--- config.mk ---
export PLATFORM = sky130hd
export DESIGN_NAME = bit_serial_adder
export DESIGN_NICKNAME = d
export VERILOG_FILES = /design/src/rtl/bit_serial_adder_pkg.sv /design/src/rtl/bit_serial_adder_fa_cell.sv /design/src/rtl/bit_serial_adder.sv
export SDC_FILE = /design/constraint.sdc
export NUM_CORES = 1
export LEC_CHECK = 0
export CORE_AREA = 3 3 60 56
export DETAILED_ROUTE_END_ITERATION = 16
export DIE_AREA = 0 0 63 59
export PLACE_DENSITY = 0.79
export SETUP_SLACK_MARGIN = 0.5
export SYNTH_ARGS = -nofsm -noshare
export SYNTH_HDL_FRONTEND = slang
export SYNTH_SLANG_ARGS = --single-unit
--- constraint.sdc ---
create_clock -name clk -period 1.7 [get_ports clk]
set_input_delay 0.34 -clock clk [delete_from_list [all_inputs] [get_ports clk]]
set_output_delay 0.34 -clock clk [all_outputs]
set_load 0.01 [all_outputs]
--- src/rtl/bit_serial_adder_pkg.sv ---
// Shared definitions for the bit-serial adder: FSM state encoding and the
// helper that sizes the bit counter from the operand width.
package bit_serial_adder_pkg;

  // Controller states; the encoding is fixed so external tools can decode it.
  typedef enum logic [1:0] {
    ST_IDLE = 2'b00,
    ST_RUN  = 2'b01,
    ST_DONE = 2'b10
  } state_t;

  // Counter width: clog2 of the operand width, never less than one bit so a
  // one-bit adder still has a legal counter register.
  function automatic int cnt_width(input int width);
    int w;
    w = $clog2(width);
    if (w < 1) begin
      w = 1;
    end else begin
      w = w;
    end
    return w;
  endfunction

endpackage : bit_serial_adder_pkg

--- src/rtl/bit_serial_adder_fa_cell.sv ---
// One-bit full adder used as the per-bit arithmetic engine of the serial adder.
module fa_cell (
  input  logic a,
  input  logic b,
  input  logic cin,
  output logic sum,
  output logic carry
);

  logic prop_s;

  // Propagate term shared by the sum and carry equations.
  assign prop_s = a ^ b;
  assign sum    = prop_s ^ cin;
  assign carry  = (a & b) | (cin & prop_s);

endmodule : fa_cell

--- src/rtl/bit_serial_adder.sv ---
// Bit-serial adder: accepts a, b and cin with a valid/ready handshake, adds one
// bit per clock through a single full-adder cell (LSB first), and presents
// sum/cout with a valid/ready handshake. Synchronous active-low reset.
// Optional feature: define BIT_SERIAL_ADDER_OVF_EN to add the signed-overflow
// output ovf (carry into MSB XOR carry out of MSB, held through DONE).
module bit_serial_adder
  import bit_serial_adder_pkg::*;
#(
  parameter int WIDTH = 8
) (
  input  logic             clk,
  input  logic             rst_n,
  input  logic             in_valid,
  output logic             in_ready,
  input  logic [WIDTH-1:0] a,
  input  logic [WIDTH-1:0] b,
  input  logic             cin,
  output logic             out_valid,
  input  logic             out_ready,
  output logic [WIDTH-1:0] sum,
`ifdef BIT_SERIAL_ADDER_OVF_EN
  output logic             ovf,
`endif
  output logic             cout
);

  localparam int CW = cnt_width(WIDTH);

  state_t           state_r;
  state_t           state_nxt_s;

  logic [WIDTH-1:0] a_sr_r;
  logic [WIDTH-1:0] b_sr_r;
  logic [WIDTH-1:0] sum_r;
  logic             carry_r;
  logic [CW-1:0]    cnt_r;

  logic             fa_sum_s;
  logic             fa_carry_s;
  logic             last_bit_s;
  logic             accept_s;
  logic             release_s;

  // The bit being processed this cycle is the MSB when the counter hits WIDTH-1.
  assign last_bit_s = (cnt_r == CW'(WIDTH - 1));
  assign accept_s   = in_valid && (state_r == ST_IDLE);
  assign release_s  = out_ready && (state_r == ST_DONE);

  fa_cell u_fa (
    .a     (a_sr_r[0]),
    .b     (b_sr_r[0]),
    .cin   (carry_r),
    .sum   (fa_sum_s),
    .carry (fa_carry_s)
  );

  // State register.
  always_ff @(posedge clk) begin
    if (!rst_n) begin
      state_r <= ST_IDLE;
    end else begin
      state_r <= state_nxt_s;
    end
  end

  // Next-state logic: accept -> run WIDTH bits -> hold result until taken.
  always_comb begin
    state_nxt_s = state_r;
    case (state_r)
      ST_IDLE: begin
        if (accept_s) begin
          state_nxt_s = ST_RUN;
        end else begin
          state_nxt_s = ST_IDLE;
        end
      end
      ST_RUN: begin
        if (last_bit_s) begin
          state_nxt_s = ST_DONE;
        end else begin
          state_nxt_s = ST_RUN;
        end
      end
      ST_DONE: begin
        if (release_s) begin
          state_nxt_s = ST_IDLE;
        end else begin
          state_nxt_s = ST_DONE;
        end
      end
      default: begin
        state_nxt_s = ST_IDLE;
      end
    endcase
  end

  // Handshake outputs are pure decodes of the state register.
  always_comb begin
    in_ready  = 1'b0;
    out_valid = 1'b0;
    case (state_r)
      ST_IDLE: begin
        in_ready  = 1'b1;
        out_valid = 1'b0;
      end
      ST_RUN: begin
        in_ready  = 1'b0;
        out_valid = 1'b0;
      end
      ST_DONE: begin
        in_ready  = 1'b0;
        out_valid = 1'b1;
      end
      default: begin
        in_ready  = 1'b0;
        out_valid = 1'b0;
      end
    endcase
  end

  // Datapath: load operands on accept, then shift one bit per RUN cycle.
  // Nothing here changes in DONE, which keeps sum/cout stable until released.
  always_ff @(posedge clk) begin
    if (!rst_n) begin
      a_sr_r  <= '0;
      b_sr_r  <= '0;
      sum_r   <= '0;
      carry_r <= 1'b0;
      cnt_r   <= '0;
    end else begin
      case (state_r)
        ST_IDLE: begin
          if (accept_s) begin
            a_sr_r  <= a;
            b_sr_r  <= b;
            carry_r <= cin;
            cnt_r   <= '0;
          end
        end
        ST_RUN: begin
          a_sr_r  <= a_sr_r >> 1;
          b_sr_r  <= b_sr_r >> 1;
          sum_r   <= (sum_r >> 1) | (WIDTH'(fa_sum_s) << (WIDTH - 1));
          carry_r <= fa_carry_s;
          cnt_r   <= cnt_r + CW'(1);
        end
        default: begin
        end
      endcase
    end
  end

  assign sum  = sum_r;
  assign cout = carry_r;

`ifdef BIT_SERIAL_ADDER_OVF_EN
  logic ovf_r;

  // Signed overflow: carry into the MSB (carry_r while the MSB is processed)
  // differs from the carry out of it; captured on the final RUN edge only.
  always_ff @(posedge clk) begin
    if (!rst_n) begin
      ovf_r <= 1'b0;
    end else if ((state_r == ST_RUN) && last_bit_s) begin
      ovf_r <= carry_r ^ fa_carry_s;
    end else begin
      ovf_r <= ovf_r;
    end
  end

  assign ovf = ovf_r;
`endif

endmodule : bit_serial_adder

==> results of run 1 <==
[per-layer routing]
metal  GRT usage [%]  up-vias
met5               0        -
met4            6.60        0
met3            7.59        7
met2            32.3       33
met1            22.4      571
li1                -      607
[power groups by stage]
stage               Clock (mW)  Combinational (mW)  Sequential [mW]
floorplan                    0               0.115            0.773
global placement             0               0.185            0.777
detailed placement           0               0.189            0.779
CTS                      0.458               0.211            0.763
global route             0.485               0.254            0.769
finish                   0.447               0.234            0.764
[flip-flops by register name, indices dropped and copies added (netlist names)]
register and count:
state_r 2, a_sr_r 8, sum 8, cnt_r 3, cout 1, b_sr_r 8
[area by class of cell]
class                      instances  share of cell area, %
clock buffer                       7                   2.93
clock inverter                     1                  0.266
inverter                           2                  0.400
multi-input combinational        101                   38.0
sequential                        30                   33.0
tap                               40                   2.66
timing repair buffer              49                   22.8
[worst max-delay path, stage by stage, from the launching register on]
cell,delay [ns]
dfxtp_4,0.37
nor2b_4,0.15
buf_6,0.11
[cell usage in the layout (no fill, tap or decap), types with 2 or more instances in the layout]
cell and n:
a21boi_0 8, buf_2 9, buf_4 13, buf_6 6, clkbuf_4 5, clkdlybuf4s50_1 18
dfxtp_1 19, dfxtp_2 9, dfxtp_4 2, dlygate4sd2_1 2, ha_1 2, inv_1 2
mux2i_1 15, nand2_1 24, nand3_1 2, nor2_2 2, o211ai_1 15, o21ai_0 3
o21ai_1 13, o21ai_2 2, o22ai_1 2, or3b_4 2
[worst min path at each step]
| stage | from | end | slack (ns) | depth (start not counted) |
|---|---|---|---|---|
| floorplan | cnt_r[1]$_SDFFE_PN0P_ | cnt_r[1]$_SDFFE_PN0P_ | 0.44 | 2 |
| global placement | sum[0]$_SDFFE_PN0N_ | sum[0]$_SDFFE_PN0N_ | 0.45 | 2 |
| detailed placement | cnt_r[1]$_SDFFE_PN0P_ | cnt_r[1]$_SDFFE_PN0P_ | 0.46 | 2 |
| CTS | sum[0]$_SDFFE_PN0N_ | sum[0]$_SDFFE_PN0N_ | 0.47 | 2 |
| global route | sum[0]$_SDFFE_PN0N_ | sum[0]$_SDFFE_PN0N_ | 0.48 | 2 |
| finish | sum[0]$_SDFFE_PN0N_ | sum[0]$_SDFFE_PN0N_ | 0.46 | 2 |
[through the flow]
step           setup slack, ns  hold WS, ns
2_1_floorplan            0.522        0.440
3_3_place_gp            0.0932        0.448
3_5_place_dp            0.0345        0.457
4_1_cts                  0.405        0.466
5_1_grt                  0.348        0.482
6_report                 0.401        0.463
[cells in the mapped netlist, types with 3 or more instances]
master     n  area, sq um
clkbuf_1   6         22.5
buf_2      3         15.0
o21ai_1   10         50.1
nand2_1   24         90.1
a21boi_0   8         60.1
dfxtp_1   30          601
nor2_1     3         11.3
o21ai_0    8         40.0
mux2i_1   16          160
o211ai_1  15          113
[kinds of logic after synthesis]
| family | count (synthesis) | synth area share [%] |
|---|---|---|
| AOI/OAI and AO/OA | 44 | 21.5 |
| and+or+nand+nor | 36 | 12.5 |
| DFF | 30 | 45.6 |
| muxes | 16 | 12.2 |
| buffers and inverters | 14 | 4.85 |
| adders and majority gates | 3 | 3.42 |
[repair_timing]
action	CTS	global route
pin swaps	6	0
buffers inserted	9	5
endpoints found under the hold margin	0	0
resized for setup	77	7
cloned	1	1
endpoints found under the setup margin	40	33
==> results.yml, run 1 <==
clocking:
  clock_path_buffers: 2
  insertion_delay_ns: 0.34
  numCtsBuffers: 5
  htreeDepth: 2
  cts_sinks: 30
  cts-root-buf: "clkbuf_4"
  hold_buffers: 0
  clk_pin_slew_ns: 0.10
  cts_tree: "built"
power_and_ir_drop:
  p_seq_share_pct: 52.9
  swShare_pct: 26.2
  clock_power_share_pct: 30.9
  ir_drop_mv: 0.426
  p_switching_mw: 0.379
  finalPower_mw: 1.45
  power.leakage_nw: 0.750
  p_comb_share_pct: 16.2
  powerDensity_mw_per_mm2: 770
  p_int_mw: 1.07
floorplanning:
  rows: 18
  start_util_pct: 47.5
  die_h_microns: 59
  io_pins: 32
  die_area_sq_mm: 0.00372
  core_area_sq_mm: 0.00277
  die_w_microns: 63
place:
  numPortBuffers: 31
  post_dp_cell_area_sq_mm: 0.00165
  post-dp-hpwl_microns: 1940
  dp.cells: 206
  globalplace.congestion: 0.741
grt:
  antenna_found_initial: 0
  grt_max_degree: 36
  overflow: 0
  grt_pass1_vias: 1160
  grt_pass1_wl_microns: 5460
  grt_usage_pct: 19.1
setup_path:
  startpoint: "state_r[1]$_SDFF_PN0_"
  worstPathArrival_ns: 0.96
  r2r_end: "b_sr_r[3]$_SDFFE_PN0P_"
  critPathCapture: "out_valid"
  start_kind: "flip-flop"
  worstReg2RegStart: "state_r[1]$_SDFF_PN0_"
  rrSetupSlack_ns: 0.44
  required_ns: 1.36
  critPathKind: "reg2out"
  critPathCaptureType: "output pin"
  path_max_fanout: 3
  reg2reg_depth: 3
drt:
  wl_per_cell_microns: 14.3
  drc: 0
  num_vias: 1218
  dr.max_layer_used: "met4"
  wirelength_microns: 3280
  wl_met3_microns: 173
  first_pass_iters: 4
  drtIter0Drc: 48
  m1WireLength_microns: 1410
  post_drt_via_cell_ratio: 5.30
  wl_met2_microns: 1630
  final_antenna_net_count: 0
finish:
  diodes: 0
  fin_util_pct: 67.8
  final_cells: 230
  drive_gt1_share_pct: 31.6
  nets: 213
  register_area_sq_um: 619
  multi_input_area_sq_um: 713
  final_area_sq_mm: 0.00188
  nFillCells: 221
  area_growth_pct: 42.7
sta:
  drv_slew: 0
  clock.fmax_mhz: 770
  fin_crit_ns: 1.30
  rsz0062_at_grt: "yes"
  worst_slew_pin_slew_ns: 0.234
  skew_ns: 0.0117
  tns_ns: 0
  final-setup-viol-count: 0
  hold_violations: 0
  fin_crit_sh_pct: 76.4
  maxSlewHeadroom_pct: 84.4
yosys:
  yosysWarnings: 0
  synth_edf_count: 0
  synth_nets: 167
  syn_area_per_cell_sq_um: 9.20
  synth_seq_cells: 30
  synthFlopType: "dfxtp_1"
  syn_inst: 143
  ys_seq_area_share_pct: 45.6
  syn-cell-area_sq_mm: 0.00132
  synth_cell_types: 24
  synthArstFlopShare_pct: 0
worst_hold_path:
  worst_hold_path_type: "reg2reg"
run:
  maxCapViolCount: 0
status:
  run_status: "completed"
Note: power is estimated with default switching activity, not from simulation.
==> run 2, diff against run 1 <==
clock period = 1.3 ns   (was 1.7 ns; I/O delays follow)
==> results.yml, run 2 (synthesized netlist as in run 1, its figures left out) <==
setup_path:
  critPathCaptureType: "flip-flop"
  path_max_fanout: 8
  worst-path-buf-inv: 1
  max_stage_delay_ns: 0.47
  start_kind: "flip-flop"
  critPathKind: "reg2reg"
  worstPathArrival_ns: 1.56
  critical_path.slowest_cell: "or3b_4"
  required_ns: 1.56
  crit_chain: "buf_4 > nor2_4 > or3b_4 > o21ai_2"
  path_delay_family: "simple AND/OR/NAND/NOR gates"
power_and_ir_drop:
  p_comb_share_pct: 17.5
  powerDensity_mw_per_mm2: 992
  ir_drop_mv: 0.568
  p_int_mw: 1.57
  swShare_pct: 25.6
  p_seq_share_pct: 47.4
  p_switching_mw: 0.540
  power.leakage_nw: 0.825
  finalPower_mw: 2.11
  clock_power_share_pct: 35.1
finish:
  nets: 219
  area_growth_pct: 61.4
  final_area_sq_mm: 0.00212
  diodes: 0
  layout_common_cells: "20 x nand2_1, 20 x clkdlybuf4s50_1, 18 x buf_4, 17 x dfxtp_1, 15 x o211ai_1"
  drive_gt1_share_pct: 45.4
grt:
  grt_pass1_vias: 1224
  grt_max_degree: 34
  grt_usage_pct: 20.4
  grt_pass1_wl_microns: 5790
  antenna_found_initial: 0
  overflow: 0
drt:
  final_antenna_net_count: 0
  wl_per_cell_microns: 16.2
  num_vias: 1265
  wirelength_microns: 3820
  drtIter0Drc: 73
  post_drt_via_cell_ratio: 5.36
  drc: 0
  first_pass_iters: 4
clocking:
  insertion_delay_ns: 0.34
  cts-root-buf: "clkbuf_4"
  clock_path_buffers: 2
  htreeDepth: 2
  cts_tree: "built"
  cts_sinks: 30
  hold_buffers: 0
  clk_pin_slew_ns: 0.10
  numCtsBuffers: 5
sta:
  fin_crit_ns: 1.30
  hold_violations: 0
  skew_ns: 0.0108
  drv_slew: 0
  rsz0062_at_grt: "yes"
  final-setup-viol-count: 0
  maxSlewHeadroom_pct: 83.0
  fin_crit_sh_pct: 99.6
  worst_slew_pin_slew_ns: 0.247
  clock.fmax_mhz: 772
  tns_ns: 0
place:
  globalplace.congestion: 0.769
  numPortBuffers: 31
  post_dp_cell_area_sq_mm: 0.00173
  post-dp-hpwl_microns: 2040
floorplanning:
  core_area_sq_mm: 0.00277
  die_w_microns: 63
  die_area_sq_mm: 0.00372
  die_h_microns: 59
  start_util_pct: 47.5
  rows: 18
  io_pins: 32
worst_hold_path:
  worst_hold_path_type: "reg2reg"
run:
  maxCapViolCount: 0
status:
  run_status: "completed"
## run 2: worst min-delay path, delay by kind of cell, from the launching register on
kind | cells | cell delay [ns]
and+or+nand+nor | 1 | 0.05
AOI/OAI and AO/OA | 1 | 0.05
DFF | 1 | 0.33
## run 2: power by group through the flow
stage	logic, mW	registers [mW]	clock network [mW]
floorplan	0.158	1.02	0
global placement	0.257	1.02	0
detailed placement	0.264	1.02	0
CTS	0.333	0.998	0.747
global route	0.394	1.01	0.780
finish	0.368	1.00	0.740
## run 2: layer usage
layer	part of all wire [%]	GRT usage, %
met1	43	25.6
met2	48	32.2
met3	7.1	6.64
met4	1.7	9.75
met5	0	0
## run 2: what timing repair did
action	CTS	global route
endpoints found under the hold margin	0	0
endpoints found under the setup margin	41	41
gates cloned	3	0
setup buffers	12	3
pin swaps	16	7
resized for setup	100	19
## run 2: worst paths after layout
kind / startpoint / slack (ns) / cells past startpoint / end
setup / recovery: state_r[0]$_SDFF_PN0_ / 0.005 / 4 / cout$_SDFFE_PN0P_
hold / removal: sum[0]$_SDFFE_PN0N_ / 0.46 / 2 / sum[0]$_SDFFE_PN0N_
hold reg to reg: sum[0]$_SDFFE_PN0N_ / 0.46 / 2 / sum[0]$_SDFFE_PN0N_
setup reg to reg: state_r[0]$_SDFF_PN0_ / 0.005 / 4 / cout$_SDFFE_PN0P_
## run 2: layout make-up
| cell class | instances | area [sq um] |
|---|---|---|
| timing repair buffer | 55 | 553 |
| clock inverter | 3 | 40.0 |
| tap | 40 | 50.0 |
| multi-input combinational | 101 | 812 |
| sequential | 30 | 624 |
| clock buffer | 5 | 37.5 |
| fill | 184 | 646 |
| inverter | 2 | 7.51 |
## run 2: stage by stage
step / util [%] / worst slack, ns / std cells / hold WS [ns]
2_1_floorplan: - / 0.195 / 143 / 0.410
3_3_place_gp: 62.4 / -0.265 / 210 / 0.448
3_5_place_dp: 62.4 / -0.309 / 210 / 0.462
4_1_cts: 73.4 / 0.0564 / 233 / 0.466
5_1_grt: 76.7 / -0.0335 / 236 / 0.475
6_report: 76.7 / 0.00470 / 236 / 0.463
==> run 3, diff against run 2 <==
CAP_MARGIN = 30   (was not set)
==> results of run 3 <==
Final layout, timing and power as in run 2 (identical DEF).
